===== src/rtl/nfc_cmd_pkg.sv =====
// rtl/nfc_cmd_pkg.sv - shared opcodes, target IDs, status bits and sequencer state enum
package nfc_cmd_pkg;

  typedef enum logic [3:0] {
    IDLE, SELWAY, SETCOL, SETROW, WDATA, OPCMD, RDATA, POLL_CMD, POLL_RSP, DONE
  } seq_state_e;

  typedef enum logic [1:0] {
    OP_PROG       = 2'b00,
    OP_CACHE_PROG = 2'b01,
    OP_READ       = 2'b10,
    OP_ERASE      = 2'b11
  } req_op_e;

  localparam logic [5:0] OPC_SELWAY = 6'b100000;
  localparam logic [5:0] OPC_SETCOL = 6'b100010;
  localparam logic [5:0] OPC_SETROW = 6'b100100;
  localparam logic [5:0] OPC_PROG   = 6'b000011;
  localparam logic [5:0] OPC_READ   = 6'b000100;
  localparam logic [5:0] OPC_ERASE  = 6'b000110;
  localparam logic [5:0] OPC_STATUS = 6'b000111;

  localparam logic [4:0] TID_NONE   = 5'b00000;
  localparam logic [4:0] TID_CACHE  = 5'b00001;
  localparam logic [4:0] TID_STATUS = 5'b00100;
  localparam logic [4:0] TID_ARRAY  = 5'b00101;

  localparam logic [2:0] STS_FAIL = 3'd0;
  localparam logic [2:0] STS_ARDY = 3'd5;
  localparam logic [2:0] STS_RDY  = 3'd6;

  // Array ops wait on ARDY; cache program and read only need the cache ready.
  function automatic logic [2:0] exit_bit(input req_op_e op);
    return (op == OP_PROG || op == OP_ERASE) ? STS_ARDY : STS_RDY;
  endfunction

endpackage


===== src/rtl/nfc_host_sequencer_if.sv =====
// rtl/nfc_host_sequencer_if.sv - controller command payload bus
interface nfc_host_sequencer_if;
  logic [5:0]  opcode;
  logic [4:0]  target_id;
  logic [4:0]  source_id;
  logic [31:0] address;
  logic [15:0] length;

  modport master (output opcode, target_id, source_id, address, length);
  modport slave  (input  opcode, target_id, source_id, address, length);
endinterface


===== src/rtl/nfc_cmd_encoder.sv =====
// rtl/nfc_cmd_encoder.sv - maps sequencer state and latched request to a command payload
module nfc_cmd_encoder
  import nfc_cmd_pkg::*;
(
  input  seq_state_e            state_i,
  input  req_op_e               op_i,
  input  logic [7:0]            way_i,
  input  logic [15:0]           col_i,
  input  logic [23:0]           row_i,
  input  logic [15:0]           len_i,
  nfc_host_sequencer_if.master  cmd
);

  always_comb begin
    cmd.opcode    = '0;
    cmd.target_id = TID_NONE;
    cmd.source_id = '0;
    cmd.address   = '0;
    cmd.length    = '0;
    case (state_i)
      SELWAY: begin
        cmd.opcode  = OPC_SELWAY;
        cmd.address = {24'd0, way_i};
      end
      SETCOL: begin
        cmd.opcode  = OPC_SETCOL;
        cmd.address = {16'd0, col_i};
      end
      SETROW: begin
        cmd.opcode  = OPC_SETROW;
        cmd.address = {8'd0, row_i};
      end
      OPCMD: begin
        case (op_i)
          OP_READ: begin
            cmd.opcode    = OPC_READ;
            cmd.target_id = TID_ARRAY;
            cmd.length    = len_i;
          end
          OP_ERASE: begin
            cmd.opcode    = OPC_ERASE;
            cmd.target_id = TID_ARRAY;
          end
          default: begin
            cmd.opcode    = OPC_PROG;
            cmd.target_id = (op_i == OP_CACHE_PROG) ? TID_CACHE : TID_NONE;
            cmd.length    = len_i;
          end
        endcase
      end
      POLL_CMD: begin
        cmd.opcode    = OPC_STATUS;
        cmd.target_id = TID_STATUS;
        cmd.length    = 16'd1;
      end
      default: ;
    endcase
  end

endmodule


===== src/rtl/nfc_host_sequencer.sv =====
// rtl/nfc_host_sequencer.sv - host request to NAND controller command/data sequencer
module nfc_host_sequencer
  import nfc_cmd_pkg::*;
#(
  parameter int NumberOfWays = 2,
  parameter int PollLimit    = 1024
) (
  input  logic        iSystemClock,
  input  logic        iReset,
  input  logic        iReqValid,
  output logic        oReqReady,
  input  logic [1:0]  iReqOp,
  input  logic [7:0]  iReqWay,
  input  logic [15:0] iReqCol,
  input  logic [23:0] iReqRow,
  input  logic [15:0] iReqLength,
  input  logic [15:0] iHostWData,
  input  logic        iHostWValid,
  input  logic        iHostWLast,
  output logic        oHostWReady,
  output logic [15:0] oHostRData,
  output logic        oHostRValid,
  output logic        oHostRLast,
  input  logic        iHostRReady,
  output logic        oDoneValid,
  output logic [7:0]  oDoneStatus,
  output logic [1:0]  oDoneError,
  output logic [5:0]  oOpcode,
  output logic [4:0]  oTargetID,
  output logic [4:0]  oSourceID,
  output logic [31:0] oAddress,
  output logic [15:0] oLength,
  output logic        oCMDValid,
  input  logic        iCMDReady,
  output logic [15:0] oWriteData,
  output logic        oWriteLast,
  output logic        oWriteValid,
  output logic [1:0]  oWriteKeep,
  input  logic        iWriteReady,
  input  logic [15:0] iReadData,
  input  logic        iReadLast,
  input  logic        iReadValid,
  input  logic [1:0]  iReadKeep,
  output logic        oReadReady
);

  localparam int PW = $clog2(PollLimit + 1);

  seq_state_e     state_q, state_d;
  req_op_e        op_q, op_d;
  logic [7:0]     way_q, way_d;
  logic [15:0]    col_q, col_d;
  logic [23:0]    row_q, row_d;
  logic [15:0]    len_q, len_d;
  logic [15:0]    beat_q, beat_d;
  logic [PW-1:0]  poll_q, poll_d;
  logic [7:0]     status_q, status_d;
  logic [1:0]     err_q, err_d;
  logic           cmd_hs;
  logic [7:0]     rsp;
  logic           unused_inputs;

  nfc_host_sequencer_if cmd_bus ();

  nfc_cmd_encoder u_encoder (
    .state_i (state_q),
    .op_i    (op_q),
    .way_i   (way_q),
    .col_i   (col_q),
    .row_i   (row_q),
    .len_i   (len_q),
    .cmd     (cmd_bus)
  );

  assign oOpcode    = cmd_bus.opcode;
  assign oTargetID  = cmd_bus.target_id;
  assign oSourceID  = cmd_bus.source_id;
  assign oAddress   = cmd_bus.address;
  assign oLength    = cmd_bus.length;
  assign oCMDValid  = state_q inside {SELWAY, SETCOL, SETROW, OPCMD, POLL_CMD};
  assign cmd_hs     = oCMDValid && iCMDReady;
  assign oWriteData = iHostWData;
  assign oWriteKeep = 2'b11;
  assign oHostRData = iReadData;
  assign oDoneStatus = status_q;
  assign oDoneError  = err_q;
  assign rsp         = iReadData[7:0];
  // Host last is ignored: the beat counter alone decides the final write beat.
  assign unused_inputs = ^{iHostWLast, iReadKeep};

  always_comb begin
    state_d = state_q;
    op_d = op_q; way_d = way_q; col_d = col_q; row_d = row_q; len_d = len_q;
    beat_d = beat_q; poll_d = poll_q; status_d = status_q; err_d = err_q;
    oReqReady = 1'b0; oDoneValid = 1'b0; oReadReady = 1'b1;
    oWriteValid = 1'b0; oWriteLast = 1'b0; oHostWReady = 1'b0;
    oHostRValid = 1'b0; oHostRLast = 1'b0;
    case (state_q)
      IDLE: begin
        oReqReady = 1'b1;
        if (iReqValid) begin
          op_d = req_op_e'(iReqOp); way_d = iReqWay; col_d = iReqCol;
          row_d = iReqRow; len_d = iReqLength; beat_d = '0; poll_d = '0;
          if (32'(iReqWay) >= NumberOfWays) begin
            state_d = DONE; status_d = '0; err_d = 2'b10;
          end else begin
            state_d = SELWAY;
          end
        end
      end
      SELWAY: if (cmd_hs) state_d = (op_q == OP_ERASE) ? SETROW : SETCOL;
      SETCOL: if (cmd_hs) state_d = SETROW;
      SETROW: if (cmd_hs) state_d = (op_q inside {OP_PROG, OP_CACHE_PROG}) ? WDATA : OPCMD;
      WDATA: begin
        oWriteValid = iHostWValid;
        oHostWReady = iWriteReady;
        oWriteLast  = (beat_q == len_q - 16'd1);
        if (iHostWValid && iWriteReady) begin
          beat_d = beat_q + 16'd1;
          if (oWriteLast) state_d = OPCMD;
        end
      end
      OPCMD: if (cmd_hs) state_d = (op_q == OP_READ) ? RDATA : POLL_CMD;
      RDATA: begin
        oReadReady  = iHostRReady;
        oHostRValid = iReadValid;
        oHostRLast  = iReadLast;
        if (iReadValid && iHostRReady && iReadLast) state_d = POLL_CMD;
      end
      POLL_CMD: if (cmd_hs) state_d = POLL_RSP;
      POLL_RSP: begin
        if (iReadValid) begin
          status_d = rsp;
          if (rsp[exit_bit(op_q)]) begin
            state_d = DONE; err_d = {1'b0, rsp[STS_FAIL]};
          end else if (poll_q == PW'(PollLimit - 1)) begin
            state_d = DONE; err_d = 2'b10;
          end else begin
            poll_d = poll_q + PW'(1); state_d = POLL_CMD;
          end
        end
      end
      DONE: begin
        oDoneValid = 1'b1;
        state_d = IDLE;
      end
      default: state_d = IDLE;
    endcase
  end

  always_ff @(posedge iSystemClock or posedge iReset) begin
    if (iReset) begin
      state_q <= IDLE; op_q <= OP_PROG; way_q <= '0; col_q <= '0; row_q <= '0;
      len_q <= '0; beat_q <= '0; poll_q <= '0; status_q <= '0; err_q <= '0;
    end else begin
      state_q <= state_d; op_q <= op_d; way_q <= way_d; col_q <= col_d; row_q <= row_d;
      len_q <= len_d; beat_q <= beat_d; poll_q <= poll_d; status_q <= status_d; err_q <= err_d;
    end
  end

endmodule


===== config.mk =====
export PLATFORM = sky130hd
export DESIGN_NAME = nfc_host_sequencer
export DESIGN_NICKNAME = d
export VERILOG_FILES = /design/src/rtl/nfc_cmd_pkg.sv /design/src/rtl/nfc_host_sequencer_if.sv /design/src/rtl/nfc_cmd_encoder.sv /design/src/rtl/nfc_host_sequencer.sv
export SDC_FILE = /design/constraint.sdc
export NUM_CORES = 1
export LEC_CHECK = 0
export BUFFER_PORTS_ARGS = -buffer_cell sky130_fd_sc_hd__buf_2
export CAP_MARGIN = 20
export CORE_UTILIZATION = 30
export CTS_CLUSTER_SIZE = 24
export DETAILED_ROUTE_END_ITERATION = 16
export PLACE_DENSITY_LB_ADDON = 0.08
export SETUP_SLACK_MARGIN = 0.3
export SLEW_MARGIN = 30
export SYNTH_ARGS = -nofsm -noshare
export SYNTH_HDL_FRONTEND = slang
export SYNTH_SLANG_ARGS = --single-unit

===== constraint.sdc =====
create_clock -name iSystemClock -period 4.45 [get_ports iSystemClock]
set_clock_uncertainty 0.1 [all_clocks]
set_input_delay 1.1125 -clock iSystemClock [delete_from_list [all_inputs] [get_ports iSystemClock]]
set_output_delay 1.1125 -clock iSystemClock [all_outputs]
set_load 0.01 [all_outputs]

# After elaboration in Yosys (flattened, before gate mapping)
# Cells that the tools add are included.
[word_totals] reg_bits=107 latch_bits=0 ramBits=0 mem_bits_ro=0 out_inout_bits=117 elab_cells=115 n_memories=0
[classes] addsub=3 multipliers=0 div_mod_pow=0 n_lt_le_gt_ge=2 n_eq_ne=28 shift=0 n_mux=54 bitwise=0 n_reduce_logical=18
[op_table] op="24-bit case mux with 3 select lines" n=1
[op_table] op="16-bit case mux with 2 select lines" n=2
[op_table] op="4-bit 2-to-1 mux" n=13
[op_table] op="16-bit 2-to-1 mux" n=3
[op_table] op="11-bit 2-to-1 mux" n=4
[op_table] op="4-bit case mux with 9 select lines" n=1
[op_table] op="6-bit case mux with 5 select lines" n=1
[op_table] op="2-bit != test, second input constant" n=13
[op_table] op="8-bit 2-to-1 mux" n=3
[op_table] op="11-bit case mux with 2 select lines" n=1
[op_table] op="16-bit by 1-bit adder with 16-bit output, second input constant" n=1
[op_table] op="16-bit equality test" n=1
[op_table] op="4-bit by 3-bit equality test with 1-bit output, second input constant" n=4
[op_table] op="8-bit case mux with 2 select lines" n=1
[op_table] op="16-bit by 1-bit subtractor with 16-bit output, second input constant" n=1
[op_table] op="1-bit 2-to-1 mux" n=13
[op_table] op="2-bit 2-to-1 mux" n=6
[op_table] op="11-bit by 1-bit adder with 11-bit output, second input constant" n=1
[op_table] op="11-bit by 10-bit equality test with 1-bit output, second input constant" n=1
[op_table] op="5-bit case mux with 2 select lines" n=1
[op_table] op="10-bit AND reduction" n=1
[op_table] op="5-bit AND reduction" n=2
[op_table] op="4-bit by 2-bit equality test with 1-bit output, second input constant" n=2
[op_table] op="4-bit equality test, second input constant" n=2
[op_table] op="other kinds (20)" n=26

# Depth between registers and ports, before layout
# Gate-level depths: netlist of run 1.
[depth] ltp_word=8 mapped_depth=9

# By module
# Synthesis of run 1 repeated with hierarchy kept, for this count alone.
[unflattened] hier_cells=729 hier_area_um2=6244.7
[by_module_without_submodules] mod="nfc_host_sequencer" instances=1 cells_per_inst=625 area_per_inst_um2=5426.5 seq_area_each_um2=2677.6
[by_module_without_submodules] mod="nfc_cmd_encoder" instances=1 cells_per_inst=104 area_per_inst_um2=818.3 seq_area_each_um2=0.0

# Worst setup path after synthesis of run 1
# Ideal clock, no wire load.
[synth_path] kind="reg2out" startpoint="register len_q[0]" endpoint="output port oWriteLast" t_arrival_ns=2.416 slack_ns=0.821 path_stages_with_launch=10 path_cell_list="dfrtp_1 > inv_1 > ha_1 > or4b_1 > or4_1 > xnor2_1 > mux2i_1 > o2bb2ai_1 > nand4_1 > nor2_1"
[synth_between] elab_chain_len=3
[synth_rtl] element="start: declaration" line="nfc_host_sequencer.sv:54" text="logic [15:0] len_q, len_d;"
[synth_rtl] element="start signal: assignment" line="nfc_host_sequencer.sv:157" text="len_q <= len_d; beat_q <= beat_d; poll_q <= poll_d; status_q <= status_d; err_q <= err_d;"
[synth_rtl] element="16-bit by 1-bit subtractor with 16-bit output" line="nfc_host_sequencer.sv:117" text="oWriteLast = (beat_q == len_q - 16'd1);"
[synth_rtl] element="16-bit equality test" line="nfc_host_sequencer.sv:117"
[synth_rtl] element="1-bit 2-to-1 mux" line="nfc_host_sequencer.sv:98" text="case (state_q)"
[synth_rtl] element="end: declaration" line="nfc_host_sequencer.sv:36" text="output logic oWriteLast,"
# No other way between the ends.

# Worst setup path in the final report of run 1
[layout_path] startpoint="register len_q[1]" endpoint="output port oWriteLast"
# Same word-level chain as after synthesis.

==> impl_metrics.csv, run 1 <==
group,metric,value,unit
detailed_routing,drt-total-wl,17500,um
global_route,grt_use_total,17.0,%
worst_hold_path,worstHoldPathType,"reg -> reg",
sta,setup_slack,310,ps
global_route,grt_first_pass_wirelength,28600,um
final_layout,fin_nets,985,
floorplanning,io_pins,227,
worst_hold_path,min_from,"row_q[5]",
setup_path,cp_cell_sequence,"inv_2, ha_4, or4b_4, or4_4, xnor2_2, mux2i_1, o2bb2ai_1, nand4_1, buf_6, nor2_4, buf_6",
clocking,clk_pin_slew_worst_paths,80,ps
status,outcome,"finished, final reports clean",
global_route,grt_max_degree,94,
synthesis,yosys_warnings,0,
sta,period_minus_slack,4140,ps
pwr,power.total,4.21,mW
clocking,cts.htree.levels,3,
sta,finalCritPeriodShare,93.0,%
clocking,cts_tree,"yes",
setup_path,startpoint_type,"flop",
detailed_routing,via_per_inst,4.68,
floorplanning,start_util,30.7,%
synthesis,synthFlopType,"dfrtp_1",
pwr,power_density,572,mW/mm2
final_layout,fill_cells,2170,
synthesis,yosys.area.top_type,"dfrtp_1",
floorplanning,die_width,146,um
floorplanning,fp-row-count,52,
synthesis,ys_types,61,
synthesis,synth_edf_count,0,
clocking,cts_buffers,9,
place,port_buffers,155,
detailed_routing,postRouteAntennaNets,0,
final_layout,drive_gt1_share,25.5,%
synthesis,yosysSeqAreaShare,43.2,%
synthesis,synth_area,0.00620,mm2
setup_path,cpPeakStageDelay,540,ps
synthesis,synth_cells,751,
final_layout,diodes,0,
setup_path,crit_top_cell,"buf_6",
setup_path,cp_max_fo,3,
setup_path,worstPathRequired,3240,ps
place,pre_cts_ws,272,ps
sta,worst_pin_slew,949,ps
final_layout,final_common_cell,"nand2_1",
clocking,clock_sinks,107,
final_layout,multi_input_area,0.00306,mm2
setup_path,cp_num_buf_inv,3,
sta,hold_viol,0,
global_route,grt_pass1_vias,5443,
final_layout,area.sequential,0.00268,mm2
sta,drv_slew,0,
sta,max-slew-margin-rel,36.6,%
pwr,peakVddDrop,0.000204,V
global_route,grt-ovfl-total,0,
detailed_routing,wl_per_cell,15.3,um
sta,rsz0062_at_grt,"true",
clocking,root_buffer,"clkbuf_16",
detailed_routing,drt_iter0_drc,320,
final_layout,layout_common_cells,"nand2_1, buf_2, dfrtp_1",
detailed_routing,drc,0,
detailed_routing,vias,5340,
sta,setup_violations,0,
setup_path,path_class,"reg -> out",
place,place_hpwl,12300,um
global_route,antenna_found_initial,0,
setup_path,cp_data_arrival_time,2930,ps
setup_path,r2r-start,"len_q[1]",
place,gp_congestion,0.797,
setup_path,end_kind,"primary output",
floorplanning,die-area,0.0213,mm2
setup_path,slowest_stage,"or4_4",
setup_path,critPathTopFamily,"simple AND/OR/NAND/NOR gates",
detailed_routing,firstDrtPassIters,5,
synthesis,synthArstFlopShare,100,%
job,drv_cap,0,
floorplanning,coreArea,0.0202,mm2
synthesis,ys_ff_latch,107,
setup_path,crit_start,"len_q[1]",
clocking,insertion_delay,350,ps
final_layout,area_growth,18.5,%
sta,fmax,242,MHz
synthesis,synth_area_per_cell,8.26,um2
synthesis,synthTopCellsByArea,"dfrtp_1, nand2_1, buf_4",
sta,fin_setup_tns,0,ps
synthesis,synth_top_area_share,43.2,%
floorplanning,die_h,146,um
clocking,cts_buffer_depth,2,
sta,timing.hold.ws,370,ps
pwr,p_leak,3.84,nW
==> metal layers <==
layer  track usage, %  vias up  wire length (um)
met4             4.11        0               190
met1             21.3     2560              7760
met5                0        -                 0
li1                 -     2627                 -
met2             28.2      134              8430
met3             5.39       19              1130
==> per-stage QoR <==
stage	cells	utilization [%]	area [um2]
3_5_place_dp	1117	34.3	6940
3_3_place_gp	1117	34.3	6940
5_1_grt	1142	36.3	7350
6_report	1142	36.3	7350
4_1_cts	1138	36.0	7280
2_1_floorplan	769	-	6270
==> synthesized netlist by cell type, drive strengths merged, types with 3 or more instances <==
cell type  instances
and2              19
nor2              64
and3              20
nor4               8
nor3              11
a31oi              3
or4b               3
a21oi             17
ha                 8
o21ai             28
xor2              18
a22oi              8
nand4              8
dfrtp            107
or3               11
nand2            235
mux2i             13
clkbuf            26
or4                3
inv               12
xnor2             17
buf               60
mux2              10
nand3             11
==> state kept, by name (all words and copies together) (netlist names) <==
register	cells
state_q	4
oDoneError	2
way_q	8
col_q	16
poll_q	11
len_q	16
op_q	2
beat_q	16
row_q	24
oDoneStatus	8
==> where the power goes <==
group | leakage (nW) | total [mW] | switching (mW) | internal (mW)
combinational | 2.32 | 1.85 | 1.08 | 0.773
sequential | 1.39 | 1.56 | 0.275 | 1.29
clock | 0.134 | 0.794 | 0.401 | 0.393
==> layout make-up <==
type / count / share of cell area, %
inverters: 13 / 0.698
clock buffers: 10 / 3.12
well taps: 270 / 4.60
multi-input cells: 563 / 41.6
repair buffers: 173 / 12.8
flip-flops and latches: 107 / 36.4
clock inverters: 6 / 0.749
==> worst min-delay path: cells and delay by family, from the launching register on <==
kind / cells / cell delay, ps
flops: 1 / 340
simple gates: 2 / 100
==> repair_timing <==
item	4_1_cts	5_1_grt
setup buffers	5	4
pin swaps	3	4
hold buffers	0	0
resized for setup	5	6
endpoints found under the setup margin	1	1
==> worst paths after layout <==
kind	end	slack, ps	cells after the start
setup reg to reg	state_q[0]	1500	11
hold reg to reg	row_q[5]	370	2
min in group asynchronous	poll_q[3]	760	2
max in group asynchronous	len_q[8]	2730	3
setup / recovery	oWriteLast	310	11
hold / removal	row_q[5]	370	2
==> cells by family after synthesis <==
kind of cell	Yosys count	synth area share (%)
simple gates	405	29.6
flops	107	43.2
buf+inv	99	9.38
compound gates	72	7.26
xor+xnor	35	4.94
mux	23	3.91
fa+ha+maj	8	1.61
other cells	2	0.121
Note: power is estimated with default switching activity, not from simulation.
==> inputs of run 2 (changes only) <==
CELL_PAD_IN_SITES_DETAIL_PLACEMENT = 1   (was not set)
CELL_PAD_IN_SITES_GLOBAL_PLACEMENT = 2   (was not set)
CORE_UTILIZATION = 28   (was 30)
MAX_ROUTING_LAYER = met4   (was not set)
==> run 2 against run 1 <==
Compared with the run above: worst setup slack lost 42 ps; clock-buffer cell count shrank 1; register-to-register slack is essentially flat; non-clock buffer count grew 1.
==> impl_metrics.csv, run 2 (same netlist as run 1, synthesis figures left out) <==
group,metric,value,unit
place,dpl_cell_area,0.00697,mm2
detailed_routing,postRouteAntennaNets,0,
detailed_routing,drt_iter0_drc,148,
floorplanning,die_h,151,um
sta,max-slew-margin-rel,41.7,%
final_layout,utilization,33.8,%
final_layout,area_growth,18.6,%
status,outcome,"finished, final reports clean",
final_layout,multi_input_area,0.00305,mm2
detailed_routing,drc,0,
sta,fin_setup_tns,0,ps
final_layout,instances_no_fill,1154,
sta,rsz0062_at_grt,"true",
final_layout,drive_gt1_share,25.7,%
clocking,cts_tree,"yes",
sta,setup_violations,0,
clocking,hold_buffers,0,
final_layout,fin_nets,986,
sta,timing.hold.ws,377,ps
sta,hold_viol,0,
global_route,grt_use_total,17.4,%
floorplanning,start_util,28.5,%
worst_hold_path,worstHoldPathType,"reg -> reg",
global_route,grt_first_pass_wirelength,29700,um
clocking,insertion_delay,350,ps
global_route,grt_pass1_vias,5637,
job,drv_cap,0,
setup_path,startpoint_type,"flop",
floorplanning,io_pins,227,
floorplanning,die_width,151,um
final_layout,regMostFlops,"row_q",
detailed_routing,via_per_inst,4.66,
clocking,clock_sinks,107,
place,port_buffers,155,
final_layout,fin_area,0.00736,mm2
global_route,grt-ovfl-total,0,
setup_path,worstPathRequired,3240,ps
place,place_hpwl,13800,um
setup_path,cp_max_fo,4,
sta,fmax,239,MHz
setup_path,path_class,"reg -> out",
pwr,p_leak,3.83,nW
sta,finalCritPeriodShare,94.0,%
detailed_routing,wl_per_cell,16.4,um
final_layout,area.sequential,0.00268,mm2
final_layout,fill_cells,2673,
place,gp_congestion,0.820,
clocking,cts.htree.levels,3,
pwr,power_density,582,mW/mm2
final_layout,layout_common_cells,"nand2_1, buf_2, dfrtp_1",
global_route,antenna_found_initial,1,
pwr,peakVddDrop,0.000203,V
clocking,cts_buffers,9,
clocking,clk_pin_slew_worst_paths,80,ps
floorplanning,die-area,0.0227,mm2
detailed_routing,firstDrtPassIters,4,
sta,period_minus_slack,4180,ps
global_route,grt_max_degree,62,
clocking,cts_buffer_depth,2,
final_layout,largest_reg_flops,24,
sta,setup_slack,268,ps
setup_path,cp_data_arrival_time,2970,ps
sta,drv_slew,0,
sta,worst_pin_slew,872,ps
final_layout,final_common_cell,"nand2_1",
detailed_routing,vias,5383,
place,pre_cts_ws,228,ps
setup_path,end_kind,"primary output",
detailed_routing,drt-total-wl,18900,um
floorplanning,coreArea,0.0218,mm2
place,dp.cells,1130,
clocking,root_buffer,"clkbuf_16",
floorplanning,fp-row-count,54,
pwr,power.total,4.28,mW
## run 2: path summary, 6_finish.rpt
check / slack, ps / cells past startpoint / startpoint / to
max: 270 / 10 / len_q[1] / oWriteLast
min: 380 / 2 / oDoneStatus[5] / oDoneStatus[5]
max reg2reg: 1490 / 10 / len_q[1] / state_q[0]
min reg2reg: 380 / 2 / oDoneStatus[5] / oDoneStatus[5]
max in group asynchronous: 2560 / 3 / iReset / poll_q[8]
min in group asynchronous: 830 / 2 / iReset / col_q[6]
## run 2: cell type report
class,count,area share (%)
Clock buffer,9,3.06
Inverter,13,0.697
Tap cell,280,4.76
Sequential cell,107,36.4
Clock inverter,7,1.14
Multi-Input combinational cell,563,41.4
Antenna cell,1,0.0340
Timing Repair Buffer,174,12.5
## run 2: timing repair
action,4_1_cts,5_1_grt
resized for setup,9,0
pin swaps,3,3
endpoints found under the setup margin,1,1
setup buffers,5,2
## run 2: routing by layer
layer	wire length, um	up-vias	global-route usage [%]
li1	-	2627	-
met1	8290	2627	21.0
met2	9440	114	29.0
met3	910	15	3.95
met4	259	0	4.55
met5	0	-	-
## run 2: where the power goes
| part | switching (mW) | total [mW] | internal (mW) |
|---|---|---|---|
| sequential | 0.277 | 1.56 | 1.29 |
| clock | 0.409 | 0.857 | 0.448 |
| combinational | 1.09 | 1.86 | 0.776 |
## run 2: worst max-delay path, cell delays in order (launching register included)
cell and delay (ps):
dfrtp_1 400, inv_2 80, ha_4 150, or4b_4 480
or4_4 560, xnor2_1 140, mux2i_1 130, o2bb2ai_1 140
nand4_1 230, nor2_1 150, buf_2 140
==> inputs of run 3 (changes only) <==
clock period = 4.5 ns   (was 4.45 ns; I/O delays follow)
==> run 3 against run 2 <==
Compared with the run above: die area unchanged; critical path depth unchanged; cell count decreased by 0.26%; worst hold slack got worse by 2.9 ps; wire length increased by 0.71%; non-clock buffer count decreased by 3; sequential power about the same; clock power decreased by 3.6%; sequential share of layout area about the same; global-route usage increased by 0.49 points.
==> impl_metrics.csv, run 3 (same netlist as run 1, synthesis figures left out) <==
group,metric,value,unit
clocking,insertion_delay,350,ps
global_route,grt_use_total,17.9,%
place,place_hpwl,13600,um
final_layout,utilization,33.8,%
final_layout,fill_cells,2685,
final_layout,area.sequential,0.00268,mm2
setup_path,r2r-start,"state_q[0]",
sta,hold_viol,0,
pwr,power.total,4.22,mW
pwr,p_leak,3.83,nW
final_layout,largest_reg_flops,24,
global_route,grt_max_degree,69,
clocking,root_buffer,"clkbuf_16",
final_layout,multi_input_area,0.00305,mm2
place,gp_congestion,0.826,
sta,worst_pin_slew,864,ps
clocking,hold_buffers,0,
global_route,antenna_found_initial,1,
pwr,power_density,575,mW/mm2
place,port_buffers,155,
floorplanning,coreArea,0.0218,mm2
setup_path,path_class,"reg -> out",
detailed_routing,drt-total-wl,19000,um
setup_path,startpoint_type,"flop",
final_layout,area_growth,18.5,%
floorplanning,die_h,151,um
floorplanning,die-area,0.0227,mm2
global_route,grt-ovfl-total,0,
detailed_routing,postRouteAntennaNets,0,
floorplanning,start_util,28.5,%
detailed_routing,vias,5335,
setup_path,cp_data_arrival_time,2870,ps
place,dpl_cell_area,0.00695,mm2
setup_path,worstPathRequired,3270,ps
sta,period_minus_slack,4100,ps
final_layout,regMostFlops,"row_q",
worst_hold_path,min_from,"row_q[5]",
detailed_routing,via_per_inst,4.64,
detailed_routing,wl_per_cell,16.5,um
floorplanning,fp-row-count,54,
sta,finalCritPeriodShare,91.0,%
setup_path,cp_max_fo,3,
detailed_routing,firstDrtPassIters,4,
status,outcome,"finished, final reports clean",
clocking,cts_buffer_depth,2,
final_layout,layout_common_cells,"nand2_1, buf_2, dfrtp_1",
final_layout,drive_gt1_share,25.5,%
sta,fmax,244,MHz
clocking,clk_pin_slew_worst_paths,80,ps
floorplanning,io_pins,227,
sta,rsz0062_at_grt,"true",
detailed_routing,drt_iter0_drc,210,
worst_hold_path,worstHoldPathType,"reg -> reg",
global_route,grt_pass1_vias,5697,
clocking,cts_tree,"yes",
final_layout,final_common_cell,"nand2_1",
final_layout,fin_area,0.00735,mm2
floorplanning,die_width,151,um
global_route,grt_first_pass_wirelength,30400,um
clocking,clock_sinks,107,
pwr,peakVddDrop,0.000263,V
sta,setup_violations,0,
job,drv_cap,0,
detailed_routing,drc,0,
clocking,cts_buffers,9,
final_layout,fin_nets,983,
setup_path,end_kind,"primary output",
setup_path,crit_start,"len_q[1]",
sta,max-slew-margin-rel,42.3,%
clocking,cts.htree.levels,3,
sta,fin_setup_tns,0,ps
sta,drv_slew,0,
==> run 3: cell count changes in the layout (fill, tap and decap cells not counted), sizes merged <==
cell      change
buf           -3
clkinv        +3
clkinvlp      -3
==> run 3: worst max-delay path, stage by stage, from the launching register on <==
cell and delay, ps:
dfrtp_1 400, inv_2 80, ha_4 130, or4b_4 470
or4_4 470, xnor2_1 150, mux2i_1 170, o2bb2ai_2 130
nand4_1 230, nor2_1 150, buf_2 140
==> run 3: worst paths after layout <==
| check | to | slack, ps | depth (start not counted) |
|---|---|---|---|
| min | row_q[5] | 370 | 2 |
| max | oWriteLast | 400 | 10 |
| min reg2reg | row_q[5] | 370 | 2 |
| min in group asynchronous | row_q[6] | 780 | 2 |
| max reg2reg | beat_q[15] | 1410 | 7 |
| max in group asynchronous | len_q[10] | 2810 | 3 |
==> run 3: metal layers <==
| layer | track usage [%] | part of all wire [%] |
|---|---|---|
| met5 | - | 0 |
| met4 | 3.35 | 0.93 |
| met3 | 4.76 | 4.9 |
| met2 | 30.1 | 50 |
| met1 | 21.5 | 44 |
==> run 3: report_power, final <==
| group | leakage (nW) | switching, mW | total, mW | internal, mW |
|---|---|---|---|---|
| Clock | 0.151 | 0.388 | 0.826 | 0.438 |
| Sequential | 1.38 | 0.277 | 1.55 | 1.27 |
| Combinational | 2.29 | 1.08 | 1.85 | 0.765 |
| Total | 3.83 | 1.75 | 4.22 | 2.48 |
==> run 3: layout make-up <==
cell class / count / share of cell area (%)
Timing Repair Buffer: 171 / 12.4
Clock inverter: 7 / 1.02
Clock buffer: 9 / 3.07
Sequential cell: 107 / 36.5
Multi-Input combinational cell: 563 / 41.5
Tap cell: 280 / 4.77
Antenna cell: 1 / 0.0341
Inverter: 13 / 0.732
==> run 3: through the flow <==
step / hold slack (ps) / setup slack (ps) / cells
4_1_cts: 381 / 303 / 1150
2_1_floorplan: 338 / 458 / 769
5_1_grt: 399 / 219 / 1151
6_report: 374 / 403 / 1151
3_5_place_dp: 361 / 275 / 1126
3_3_place_gp: 355 / 317 / 1126
==> run 3: timing repair <==
item                                    CTS  global route
gates resized for setup                   9             1
endpoints found under the setup margin    1             1
pin swaps                                 6             3
hold endpoints to repair                  0             0
setup buffers                             8             0
